### src/rtl/lfsr_resync_gen.sv
// lfsr_resync_gen: self-synchronising LFSR keystream generator.
// The state free-runs on a tap polynomial and is periodically reloaded from the
// last WIDTH ciphertext bits, so any keystream error heals after one clean period.
// Optional resync mismatch counter enabled by defining LFSR_ERRCNT_EN; without it
// err_cnt is tied to zero and no compare logic exists.
module lfsr_resync_gen #(
    parameter int unsigned     WIDTH         = 8,
    parameter logic [WIDTH:0]  POLY          = 9'b1_0111_0001,
    parameter int unsigned     RESYNC_PERIOD = 8
) (
    input  logic             clk,
    input  logic             rst,
    input  logic [WIDTH-1:0] seed,
    input  logic             seed_load,
    input  logic             en,
    input  logic             ctext_in,
    output logic [WIDTH-1:0] z_out,
    output logic             resync_pulse,
    output logic             locked,
    output logic [7:0]       err_cnt
);

    localparam int unsigned      CNT_W    = $clog2(RESYNC_PERIOD);
    localparam logic [CNT_W-1:0] CNT_LAST = CNT_W'(RESYNC_PERIOD - 1);

    typedef enum logic {StUnlocked, StLocked} lock_state_e;

    lock_state_e      r_fsm;
    lock_state_e      w_fsm_next;
    logic [WIDTH-1:0] r_state;
    logic [WIDTH-1:0] r_ctext;
    logic [CNT_W-1:0] r_cnt;
    logic             r_pulse;

    logic             w_fb;
    logic [WIDTH-1:0] w_step;
    logic [WIDTH-1:0] w_ctext_next;
    logic             w_at_last;
    logic             w_resync_step;

    // Feedback parity over tapped bits, forced to 1 on all-zero state so it never stalls.
    always_comb begin
        logic w_par;
        w_par = 1'b0;
        for (int i = 0; i < int'(WIDTH); i++) begin
            w_par = w_par ^ (POLY[i+1] & r_state[i]);
        end
        w_fb = w_par | (r_state == '0);
    end

    assign w_step        = {r_state[WIDTH-2:0], w_fb};
    assign w_ctext_next  = {r_ctext[WIDTH-2:0], ctext_in};
    assign w_at_last     = (r_cnt == CNT_LAST);
    // Resync only happens when no reset or reload pre-empts the enabled step.
    assign w_resync_step = !rst && !seed_load && en && w_at_last;

    // Lock FSM state register.
    always_ff @(posedge clk) begin
        if (rst) begin
            r_fsm <= StUnlocked;
        end else begin
            r_fsm <= w_fsm_next;
        end
    end

    // Lock FSM next state: reload unlocks, any completed resync locks.
    always_comb begin
        w_fsm_next = r_fsm;
        if (seed_load) begin
            w_fsm_next = StUnlocked;
        end else if (w_resync_step) begin
            w_fsm_next = StLocked;
        end
    end

    // Datapath: LFSR state, ciphertext history, step counter and resync strobe.
    always_ff @(posedge clk) begin
        if (rst || seed_load) begin
            r_state <= seed;
            r_ctext <= '0;
            r_cnt   <= '0;
            r_pulse <= 1'b0;
        end else if (en) begin
            r_ctext <= w_ctext_next;
            if (w_at_last) begin
                // Bit arriving this cycle is part of the reloaded word.
                r_state <= w_ctext_next;
                r_cnt   <= '0;
                r_pulse <= 1'b1;
            end else begin
                r_state <= w_step;
                r_cnt   <= r_cnt + 1'b1;
                r_pulse <= 1'b0;
            end
        end else begin
            r_pulse <= 1'b0;
        end
    end

    assign z_out        = r_state;
    assign resync_pulse = r_pulse;
    assign locked       = (r_fsm == StLocked);

`ifdef LFSR_ERRCNT_EN
    logic [7:0] r_err;

    // Count resyncs where the free-running value disagrees with the ciphertext
    // word; the unlocking resync is skipped because the state was only a seed.
    always_ff @(posedge clk) begin
        if (rst) begin
            r_err <= '0;
        end else if (w_resync_step && (r_fsm == StLocked) && (w_step != w_ctext_next)
                     && (r_err != 8'hFF)) begin
            r_err <= r_err + 8'd1;
        end
    end

    assign err_cnt = r_err;
`else
    assign err_cnt = 8'h00;
`endif

endmodule

### config.mk
export PLATFORM = sky130hd
export DESIGN_NAME = lfsr_resync_gen
export DESIGN_NICKNAME = d
export VERILOG_FILES = /design/src/rtl/lfsr_resync_gen.sv
export SDC_FILE = /design/constraint.sdc
export NUM_CORES = 1
export LEC_CHECK = 0
export CAP_MARGIN = 20
export CORE_MARGIN = 1.5
export CORE_UTILIZATION = 35
export CTS_BUF_LIST = sky130_fd_sc_hd__clkbuf_8
export DETAILED_ROUTE_END_ITERATION = 12
export PLACE_DENSITY_LB_ADDON = 0.08
export SETUP_SLACK_MARGIN = 0.1
export SLEW_MARGIN = 20
export SYNTH_ARGS = -nofsm -noshare
export SYNTH_HDL_FRONTEND = slang
export SYNTH_SLANG_ARGS = --single-unit
export TNS_END_PERCENT = 20
### constraint.sdc
create_clock -name clk -period 3 [get_ports clk]
set_clock_uncertainty 0.15 [all_clocks]
set_input_delay 0.6 -clock clk [delete_from_list [all_inputs] [get_ports clk]]
set_output_delay 0.6 -clock clk [all_outputs]
set_load 0.01 [all_outputs]
==> flow_summary.toml <==
[synth]
syn_inst = 94
synth_xor_xnor_area_share = 0.0263
synthAdderAreaFrac = 0.0250
ys_warn_count = 0
yosys.area_share.simple = 0.120
syn_area_per_cell_um2 = 10.6
synthMuxAreaShare = 0.170
synth_area_leaders = "dfxtp_1 24%, edfxtp_1 24%, mux2i_1 17%"
synthDistinctLibCells = 20
yosys.area.top_type = "dfxtp_1"
yosysMostFrequentCell = "mux2i_1"
seq_area_frac_synth = 0.481
synth_seq_cells = 20
synth_top_family_by_area = "multiplexers"
synth_edf_count = 8
async_reset_ff_frac = 0
ys.flop_type = "dfxtp_1"
synth_common_cells = "17 x mux2i_1, 12 x dfxtp_1, 12 x nor2_1"
synth-compound-area-share = 0.0651
yosys.area.top_type_share = 0.240
netlist_area_um2 = 1000

[clock_tree]
cts_buffer_depth = 2
cts_tree = "yes"
cts_root_buf = "clkbuf_8"
postCtsSetupRepairBufs = 0
clk_pin_slew_worst_paths_ps = 80
h-tree-depth = 1
postCtsHoldBufs = 0
cts_buffers = 3
clkSinkCount = 20
clk_latency_ps = 250
cts-resized-gates = 0

[place]
dp.final_hpwl_um = 1250
placed_area_um2 = 1190
port_buffers = 22
gp_congestion = 0.685
place_inst = 143

[power_and_ir_drop]
combPwrFrac = 0.161
clkPwrFrac = 0.301
power_frac_seq = 0.538
p_leak_nw = 0.482
ir_drop_v = 0.000260
p_per_area_nw_per_um2 = 467
p_switching_mw = 0.136
power.internal_mw = 0.442
swShare = 0.235
finalPower_mw = 0.578

[final_layout]
final_cell_count_no_fill = 147
nets = 132
diodes = 0
design_area_um2 = 1240
drive_gt1_frac = 0.0603
syn2layout_area_growth_pct = 23.7
fill_cells = 260

[route]
drt_iter0_markers = 16
drc = 0
num_vias = 679
wl_per_cell_um = 11.9
firstDrtPassIters = 3
via_per_inst = 4.62
ant_nets = 0
totalWireLength_um = 1750

[timing]
finalHoldViolCount = 0
fin_tns_setup_ps = 0
min_period_ps = 2070
min_period_over_period = 0.689
holdWs_ps = 336
finalSetupViolCount = 0
maxSlewHeadroom = 0.537
worst_pin_slew_ps = 694
max_freq_mhz = 484
rsz0062_at_grt = "no"
drv_slew = 0

[die]
die_area_um2 = 3190
fp.dieH_um = 56.4
initial_core_util = 0.366
die_width_um = 56.4
io_pins = 31
core_um2 = 2730
rows = 19

[setup_path]
setup.worst_path.start_class = "input port"
end_kind = "register"
critPathRequiredTime_ps = 2860
arrival_ps = 1920
worstSetupPathType = "input port to register"
cp_max_fo = 20

[global_routing]
grtUsageTotal = 0.120
grt_pass1_wl_um = 2950
grt_pass1_vias = 635
grt-ovfl-total = 0
grt_max_degree = 21
antenna_found_initial = 0

[job]
cap_violations = 0

[min_path]
min_path_type = "register to register"

[outcome]
status = "finished clean"
critical path, cell delays in order:
cell	delay, ps
clkdlybuf4s50_1	460
or2_1	550
mux2i_1	250
a21oi_1	50
layout by cell type (no fill, tap or decap), drive strengths merged, types with 2 or more instances in the layout:
cell type	netlist	routed
clkdlybuf4s50	0	22
mux2i	17	17
nor2	12	12
dfxtp	12	12
nand2	8	8
conb	1	8
edfxtp	8	8
o21ai	7	7
xnor2	3	3
clkbuf	0	3
a21oi	3	3
nor4	2	2
nand2b	2	2
ha	2	2
buf	13	2
path summary, 6_finish.rpt:
kind | startpoint | endpoint | slack [ps] | depth (start not counted)
worst max-delay path | rst | z_out[0]$_DFFE_PP_ | 930 | 4
worst min register to register | locked$_SDFFE_PP0P_ | locked$_SDFFE_PP0P_ | 340 | 2
worst max register to register | r_cnt[0]$_SDFFE_PP0P_ | z_out[2]$_DFFE_PP_ | 1160 | 4
worst min-delay path | locked$_SDFFE_PP0P_ | locked$_SDFFE_PP0P_ | 340 | 2
stage by stage:
stage | setup WS (ps) | util
final | 934 | 0.452
after global routing | 828 | 0.452
after CTS | 920 | 0.452
after detailed placement | 642 | 0.436
after global placement | 668 | 0.436
after floorplan | 1400 | -
kinds of logic after synthesis:
family,Yosys count
other,1
AND/OR/NAND/NOR,27
adder cells (fa/ha/maj),2
multiplexers,17
XOR/XNOR,3
AO/OA/AOI/OAI,11
flip-flops,20
buffers and inverters,13
final cells by class:
class / count / area [um^2] / share of cell area
flip-flops and latches: 20 / 480 / 0.389
multi-input cells: 68 / 437 / 0.353
repair buffers: 24 / 235 / 0.190
clock buffers: 3 / 41.3 / 0.0334
well taps: 31 / 38.8 / 0.0314
clock inverters: 1 / 3.75 / 0.00304
sequential cells by signal, summed over array words and instances (netlist names):
signal,cells
locked,1
r_cnt,3
r_ctext,7
resync_pulse,1
z_out,8
power groups by stage:
| stage | clock network (mW) | logic (mW) | registers (mW) |
|---|---|---|---|
| after floorplan | 0 | 0.0547 | 0.320 |
| after global placement | 0 | 0.0933 | 0.317 |
| after detailed placement | 0 | 0.0938 | 0.317 |
| after CTS | 0.182 | 0.0941 | 0.311 |
| after global routing | 0.198 | 0.101 | 0.313 |
| final | 0.174 | 0.0928 | 0.311 |
metal layers:
metal | part of all wire | track usage
met4 | 0.0091 | 0.0612
met2 | 0.45 | 0.171
met3 | 0.045 | 0.0346
met1 | 0.49 | 0.163
met5 | 0 | 0
(Power assumes the default switching activity.)
